## config.mk

```make
export PLATFORM = sky130hd
export DESIGN_NAME = wb_stage_flat
export DESIGN_NICKNAME = d
export VERILOG_FILES = /design/src/rtl/wb_stage_if.sv /design/src/rtl/wb_stage.sv /design/src/flat_wrapper.sv
export SDC_FILE = /design/constraint.sdc
export NUM_CORES = 1
export LEC_CHECK = 0
export ABC_AREA = 1
export CORE_AREA = 2 2 123 125
export CTS_BUF_LIST = sky130_fd_sc_hd__clkbuf_8
export DETAILED_ROUTE_END_ITERATION = 12
export DIE_AREA = 0 0 125 127
export PLACE_DENSITY = 0.77
export SYNTH_ARGS = -nofsm -noshare
export SYNTH_HDL_FRONTEND = slang
export SYNTH_SLANG_ARGS = --single-unit
```

## constraint.sdc

```tcl
create_clock -name i_clk -period 3.03 [get_ports i_clk]
set_input_delay 0.303 -clock i_clk [delete_from_list [all_inputs] [get_ports i_clk]]
set_output_delay 0.303 -clock i_clk [all_outputs]
set_load 0.02 [all_outputs]
```

## src/rtl/wb_stage_if.sv

```systemverilog
// Register-file write port and WB->ID forwarding bus driven by wb_stage.
// master: the write-back stage; slave: register file / decode bypass.
interface wb_stage_if #(
    parameter int unsigned BITS_SIZE = 32,
    parameter int unsigned BITS_REGS = 5
);
    logic                 o_wr_enable;
    logic [BITS_REGS-1:0] o_wr_addr;
    logic [BITS_SIZE-1:0] o_wr_data;
    logic                 o_fwd_valid;
    logic [BITS_REGS-1:0] o_fwd_addr;
    logic [BITS_SIZE-1:0] o_fwd_data;

    modport master (
        output o_wr_enable, o_wr_addr, o_wr_data,
        output o_fwd_valid, o_fwd_addr, o_fwd_data
    );

    modport slave (
        input o_wr_enable, o_wr_addr, o_wr_data,
        input o_fwd_valid, o_fwd_addr, o_fwd_data
    );
endinterface

```

## src/rtl/wb_stage.sv

```systemverilog
// Write-back stage: load filter, result mux, register-file write, forwarding,
// retired counter and sticky halt. Optional trace port under `WB_TRACE_EN`.
module wb_stage #(
    parameter int unsigned BITS_SIZE = 32,
    parameter int unsigned BITS_REGS = 5,
    parameter int unsigned CNT_BITS  = 32
) (
    input  logic                 i_clk,
    input  logic                 i_reset,
    input  logic                 i_step,
    input  logic [BITS_SIZE-1:0] i_pc4,
    input  logic [BITS_SIZE-1:0] i_pc8,
    input  logic [BITS_SIZE-1:0] i_instruction,
    input  logic [BITS_SIZE-1:0] i_alu,
    input  logic [BITS_SIZE-1:0] i_dato_mem,
    input  logic [BITS_REGS-1:0] i_register_rd_dst,
    input  logic [BITS_SIZE-1:0] i_extension,
    input  logic                 i_jal,
    input  logic                 i_lui,
    input  logic                 i_mem_to_reg,
    input  logic                 i_register_write,
    input  logic                 i_zero_extend,
    input  logic                 i_halt,
    input  logic [1:0]           i_size_filterL,
    wb_stage_if.master           wb,
    output logic [CNT_BITS-1:0]  o_retired,
    output logic                 o_halted
`ifdef WB_TRACE_EN
    ,
    output logic                 o_trace_valid,
    output logic [BITS_SIZE-1:0] o_trace_pc,
    output logic [BITS_SIZE-1:0] o_trace_data
`endif
);

    typedef enum logic {
        ST_RUN,
        ST_HALTED
    } state_t;

    state_t state_q, state_d;

    logic [BITS_SIZE-1:0] load_val;
    logic [BITS_SIZE-1:0] result;
    logic                 wr_en;
    logic                 running;
    logic                 non_bubble;
    logic                 fill_b, fill_h;

    assign running    = (state_q == ST_RUN);
    assign non_bubble = (i_instruction != '0);

    // Upper extension bits are never consumed by lui.
`ifdef WB_TRACE_EN
    logic unused_bits;
    assign unused_bits = ^i_extension[BITS_SIZE-1:16];
`else
    logic unused_bits;
    assign unused_bits = ^{i_extension[BITS_SIZE-1:16], i_pc4};
`endif

    assign fill_b = ~i_zero_extend & i_dato_mem[7];
    assign fill_h = ~i_zero_extend & i_dato_mem[15];

    always_comb begin
        load_val = i_dato_mem;
        case (i_size_filterL)
            2'b00:   load_val = {{(BITS_SIZE-8){fill_b}}, i_dato_mem[7:0]};
            2'b01:   load_val = {{(BITS_SIZE-16){fill_h}}, i_dato_mem[15:0]};
            default: load_val = i_dato_mem;
        endcase
    end

    always_comb begin
        result = i_alu;
        if (i_jal)
            result = i_pc8;
        else if (i_lui)
            result = {i_extension[15:0], {(BITS_SIZE-16){1'b0}}};
        else if (i_mem_to_reg)
            result = load_val;
    end

    // The halt instruction itself never writes the register file.
    assign wr_en = i_step & i_register_write & (i_register_rd_dst != '0)
                 & running & ~i_halt & ~i_reset;

    assign wb.o_wr_enable = wr_en;
    assign wb.o_wr_addr   = i_register_rd_dst;
    assign wb.o_wr_data   = result;

    always_comb begin
        state_d = state_q;
        case (state_q)
            ST_RUN:    if (i_step && i_halt) state_d = ST_HALTED;
            ST_HALTED: state_d = ST_HALTED;
            default:   state_d = ST_RUN;
        endcase
    end

    always_ff @(posedge i_clk or posedge i_reset) begin
        if (i_reset) state_q <= ST_RUN;
        else         state_q <= state_d;
    end

    assign o_halted = (state_q == ST_HALTED);

    always_ff @(posedge i_clk or posedge i_reset) begin
        if (i_reset) begin
            wb.o_fwd_valid <= 1'b0;
            wb.o_fwd_addr  <= '0;
            wb.o_fwd_data  <= '0;
        end else if (i_step) begin
            if (running) begin
                wb.o_fwd_valid <= wr_en;
                wb.o_fwd_addr  <= i_register_rd_dst;
                wb.o_fwd_data  <= result;
            end else begin
                wb.o_fwd_valid <= 1'b0;
            end
        end
    end

    always_ff @(posedge i_clk or posedge i_reset) begin
        if (i_reset)
            o_retired <= '0;
        else if (i_step && running && non_bubble && (o_retired != '1))
            o_retired <= o_retired + CNT_BITS'(1);
    end

`ifdef WB_TRACE_EN
    always_ff @(posedge i_clk or posedge i_reset) begin
        if (i_reset) begin
            o_trace_valid <= 1'b0;
            o_trace_pc    <= '0;
            o_trace_data  <= '0;
        end else begin
            o_trace_valid <= i_step & running & non_bubble;
            if (i_step && running && non_bubble) begin
                o_trace_pc   <= i_pc4 - BITS_SIZE'(4);
                o_trace_data <= result;
            end
        end
    end
`endif

endmodule
```

## src/flat_wrapper.sv

```systemverilog
// flat-port wrapper written by rule: the top's interface ports become plain ports
module wb_stage_flat 
#(
    parameter int unsigned BITS_SIZE = 32,
    parameter int unsigned BITS_REGS = 5,
    parameter int unsigned CNT_BITS  = 32
)
  (i_clk, i_reset, i_step, i_pc4, i_pc8, i_instruction, i_alu, i_dato_mem, i_register_rd_dst, i_extension, i_jal, i_lui, i_mem_to_reg, i_register_write, i_zero_extend, i_halt, i_size_filterL, o_retired, o_halted, wb_o_wr_enable, wb_o_wr_addr, wb_o_wr_data, wb_o_fwd_valid, wb_o_fwd_addr, wb_o_fwd_data);
  wb_stage_if #(.BITS_SIZE(BITS_SIZE), .BITS_REGS(BITS_REGS)) wb_i ();
  input  logic i_clk;
  input  logic i_reset;
  input  logic i_step;
  input  logic [BITS_SIZE-1:0] i_pc4;
  input  logic [BITS_SIZE-1:0] i_pc8;
  input  logic [BITS_SIZE-1:0] i_instruction;
  input  logic [BITS_SIZE-1:0] i_alu;
  input  logic [BITS_SIZE-1:0] i_dato_mem;
  input  logic [BITS_REGS-1:0] i_register_rd_dst;
  input  logic [BITS_SIZE-1:0] i_extension;
  input  logic i_jal;
  input  logic i_lui;
  input  logic i_mem_to_reg;
  input  logic i_register_write;
  input  logic i_zero_extend;
  input  logic i_halt;
  input  logic [1:0] i_size_filterL;
  output logic [CNT_BITS-1:0] o_retired;
  output logic o_halted;
  output wire logic [$bits(wb_i.o_wr_enable)-1:0] wb_o_wr_enable;
  output wire logic [$bits(wb_i.o_wr_addr)-1:0] wb_o_wr_addr;
  output wire logic [$bits(wb_i.o_wr_data)-1:0] wb_o_wr_data;
  output wire logic [$bits(wb_i.o_fwd_valid)-1:0] wb_o_fwd_valid;
  output wire logic [$bits(wb_i.o_fwd_addr)-1:0] wb_o_fwd_addr;
  output wire logic [$bits(wb_i.o_fwd_data)-1:0] wb_o_fwd_data;
  assign wb_o_wr_enable = wb_i.o_wr_enable;
  assign wb_o_wr_addr = wb_i.o_wr_addr;
  assign wb_o_wr_data = wb_i.o_wr_data;
  assign wb_o_fwd_valid = wb_i.o_fwd_valid;
  assign wb_o_fwd_addr = wb_i.o_fwd_addr;
  assign wb_o_fwd_data = wb_i.o_fwd_data;
  wb_stage #(.BITS_SIZE(BITS_SIZE), .BITS_REGS(BITS_REGS), .CNT_BITS(CNT_BITS)) u_core (.i_clk(i_clk), .i_reset(i_reset), .i_step(i_step), .i_pc4(i_pc4), .i_pc8(i_pc8), .i_instruction(i_instruction), .i_alu(i_alu), .i_dato_mem(i_dato_mem), .i_register_rd_dst(i_register_rd_dst), .i_extension(i_extension), .i_jal(i_jal), .i_lui(i_lui), .i_mem_to_reg(i_mem_to_reg), .i_register_write(i_register_write), .i_zero_extend(i_zero_extend), .i_halt(i_halt), .i_size_filterL(i_size_filterL), .wb(wb_i), .o_retired(o_retired), .o_halted(o_halted));
endmodule
```

==> metrics.md, run 1 <==
| Metric | Value |
|---|---|
| Maximum clock frequency | roughly 360 MHz |
| Vias per std cell | between 4 and 5 |
| Antenna violations before repair | 1 |
| Ys Warns | 0 |
| Number of global-route vias before repair | roughly 5700 |
| Worst-case reg-to-reg path depth | 9 |
| Leading cell type in the layout, fill and taps excluded | sky130_fd_sc_hd__nand2_1 |
| Post-route clock skew | ~0.013 ns |
| Synth-to-layout area growth | 64.3% |
| Worst-Skew Late Latency | roughly 0.37 ns |
| Maximum number of pins on one net before global-route repair | 40 |
| Proportion of layout cells with a drive suffix above 1 | under 10% |
| Cell Count Post-Placement | ~1200 |
| Fraction of post-synthesis cell area in the top cell type by area | 36.7% |
| Avg Cell Area, Syn | 6.35 µm² |
| Last weighted congestion value of the routability-driven placer | 0.949 |
| Synthesized instance count | ~760 |
| CTS tree | done |
| Post-synthesis cell area | about 4800 µm² |
| Floorplan die width | 125 µm |
| GRT overflow | 0 |
| End of the worst register-to-register path | u_core.o_retired[21] |
| Overall power after layout | 0.00315 W |
| Max_cap viols | 0 |
| P_leak | ~3.5 nW |
| Number of rows in the core area | 44 |
| P_int | 0.00211 W |
| Finish-stage setup viols | 0 |
| Startpoint kind of the worst setup timing path | input port |
| RSZ-0062 raised after global routing | no |
| Cts hold-fix bufs | 0 |
| Tmin final | around 2.7 ns |
| Clock group share of total power | roughly 28% |
| Flop-to-flop setup slack | ~0.94 ns |
| Clock root buffer | sky130_fd_sc_hd__clkbuf_8 |
| Count of buffers inserted at the top-level ports | 268 |
| DRC | 0 |
| Part of the total power dissipated in sequential elements | approximately 37% |
| Wire length of the first global-routing pass | a little over 30 mm |
| Number of hold-slack violations in the final timing report | 0 |
| Iter 0 DRT Violations | 362 |
| Initial core utilization | between 30% and 40% |
| Commonest cells after routing, fill and taps aside | sky130_fd_sc_hd__nand2_1, sky130_fd_sc_hd__clkdlybuf4s50_1, sky130_fd_sc_hd__nor2_1 |
| Number of setup buffers added after CTS | 0 |
| Die Area | about 16000 µm² |
| Clock Tree Buf Depth | 2 |
| Final cell count without fillers | 1206 |
| Worst hold-check path type | in -> async |
| Overall routing resource usage | 24.5% |
| Residual antenna-violating net count after detailed routing | 0 |
| Critical path capture point type | output port |
| Clock sink count | just over 70 |
| Reg clk slew, reported paths | around 0.08 ns |
| Slew margin rel. | a little under three fifths |
| Startpoint of the most critical register-to-register path | u_core.o_retired[0] |
| Floorplan core area | roughly 14000 µm² |
| Library cell occupying the most area in the post-synthesis netlist | sky130_fd_sc_hd__dfrtp_1 |
| Post-route fraction of the period consumed by the critical path | 90.5% |
| Total of cells resized after clock tree synthesis | 0 |
| Flop and latch count out of synthesis | 71 |
| Worst ir drop on vdd | around 0.23 mV |
| I/O pins | ~320 |
| Number of iterations in the first detailed-routing pass | 5 |
| WP data required | 2.73 ns |
| Run status | finished clean |
| Die Height | between 100 and 150 µm |
| H-tree level count | 3 |
| Main area contributors after synthesis | sky130_fd_sc_hd__dfrtp_1, sky130_fd_sc_hd__nand2_1, sky130_fd_sc_hd__nor2_1, sky130_fd_sc_hd__nand3_1, sky130_fd_sc_hd__inv_1 |
| Number of vias after detailed routing | between 5000 and 6000 |
| Total half-perimeter wirelength after legalization and detailed placement | between 15 and 20 mm |
| P_sw | about 0.0010 W |
| Switching share of total power | between 30% and 40% |
| Count of different cell masters after synthesis | 30 |
| Combinational fraction of design power | between 30% and 40% |
| Synthesized net count | 971 |
| Clock buffer count from CTS | 9 |
| Mean routed wirelength per cell | 16.2 µm |
| Sequential-to-total area share from yosys stat | between 30% and 40% |
| Power density normalized to cell area | 396 nW/µm² |
| Biggest fanout along the worst timing path | 17 |
| Net count of the finished layout | 1225 |
| Worst path arrival time | 2.44 ns |
| Fillers | between 1000 and 1500 |
| Max-slew violation count | 0 |
| Worst-margin pin slew | between 0.6 and 0.7 ns |
| Post-Route WL | between 15 and 20 mm |
| Type of the worst setup path | in -> out |
| Total negative slack for setup checks | 0 ns |
[synthesized netlist by cell type (all sizes together)]
| master | n |
|---|---|
| nand2 | 329 |
| nor2 | 105 |
| dfrtp | 71 |
| nand3 | 71 |
| inv | 43 |
| o21ai | 39 |
| buf | 23 |
| clkbuf | 17 |
| a21oi | 16 |
| a22oi | 16 |
| o211ai | 16 |
| xnor2 | 10 |
| ha | 1 |
| nand3b | 1 |
| nand4 | 1 |
| nor4 | 1 |
| o21bai | 1 |
| xor2 | 1 |
[registers in the layout (all words and copies together) (netlist names)]
register,cells
u_core.wb.o_fwd_addr,5
u_core.wb.o_fwd_valid,1
u_core.wb.o_fwd_data,32
u_core.o_halted,1
u_core.o_retired,32
[critical path: stages]
cell	delay, ns
sky130_fd_sc_hd__clkdlybuf4s50_1	0.52
sky130_fd_sc_hd__nor2_4	0.29
sky130_fd_sc_hd__nand3b_4	0.25
sky130_fd_sc_hd__nand2_2	0.22
sky130_fd_sc_hd__nor2_1	0.06
sky130_fd_sc_hd__o21ai_1	0.17
sky130_fd_sc_hd__clkdlybuf4s50_1	0.63
[stage by stage]
stage          hold WS (ns)  util (%)  area [µm²]  worst slack (ns)
6_report              0.376      55.1        7950             0.287
5_1_grt               0.423      55.1        7950             0.137
4_1_cts               0.397      55.1        7950             0.272
3_5_place_dp          0.458      53.6        7730             0.273
3_3_place_gp          0.455      53.6        7730             0.304
2_1_floorplan         0.420         -        4840             0.327
[power by group through the flow]
stage          sequential [W]  clock, W  combinational [W]
2_1_floorplan         0.00131         0           0.000300
3_3_place_gp          0.00117         0            0.00110
3_5_place_dp          0.00117         0            0.00112
4_1_cts               0.00115  0.000900            0.00112
5_1_grt               0.00117  0.000943            0.00119
6_report              0.00115  0.000881            0.00111
[final cells by class]
type / instances / area (µm²) / share of cell area [%]
multi-input cells: 608 / 2710 / 34.1
inverters: 43 / 163 / 2.05
diodes: 1 / 2.50 / 0.0315
repair buffers: 283 / 2850 / 35.8
well taps: 184 / 230 / 2.89
clock buffers: 9 / 124 / 1.56
flip-flops and latches: 71 / 1780 / 22.3
clock inverters: 7 / 97.6 / 1.23
[per-layer routing]
| layer | vias to the layer above | GRT usage, % | wire length [µm] |
|---|---|---|---|
| met2 | 258 | 41.1 | 9350 |
| met1 | 2669 | 29.4 | 7880 |
| li1 | 2934 | - | - |
| met4 | 0 | 11.0 | 674 |
| met5 | - | 0 | 0 |
| met3 | 38 | 6.91 | 1600 |
[logic make-up (layout without fill, tap and decap cells)]
| group | count (synthesis) | after routing | synth area share [%] |
|---|---|---|---|
| AND/OR/NAND/NOR | 508 | 508 | 42.7 |
| adder cells (fa/ha/maj) | 1 | 1 | 0.258 |
| flip-flops | 71 | 71 | 36.7 |
| other | 0 | 1 | 0 |
| AO/OA/AOI/OAI | 88 | 88 | 10.8 |
| buffers and inverters | 83 | 342 | 7.55 |
| XOR/XNOR | 11 | 11 | 1.99 |
[how the worst max path moves through the flow]
stage | endpoint | slack, ns | cells after the start | startpoint
6_report | wb_o_wr_data[10] | 0.29 | 7 | i_size_filterL[1]
5_1_grt | wb_o_wr_data[10] | 0.14 | 7 | i_size_filterL[1]
4_1_cts | wb_o_wr_data[10] | 0.27 | 7 | i_size_filterL[1]
3_5_place_dp | wb_o_wr_data[10] | 0.27 | 7 | i_size_filterL[1]
3_3_place_gp | wb_o_wr_data[10] | 0.30 | 7 | i_size_filterL[1]
2_1_floorplan | wb_o_wr_enable | 0.33 | 3 | i_reset
Power figures use the tool's default switching activity.
==> run 2, diff against run 1 <==
--- a/config.mk
+++ b/config.mk
@@ -11,6 +11,7 @@
 export DETAILED_ROUTE_END_ITERATION = 12
 export DIE_AREA = 0 0 125 127
 export PLACE_DENSITY = 0.77
+export SLEW_MARGIN = 20
 export SYNTH_ARGS = -nofsm -noshare
 export SYNTH_HDL_FRONTEND = slang
 export SYNTH_SLANG_ARGS = --single-unit
==> results of run 2 <==
Final layout, timing and power as in run 1 (identical DEF).
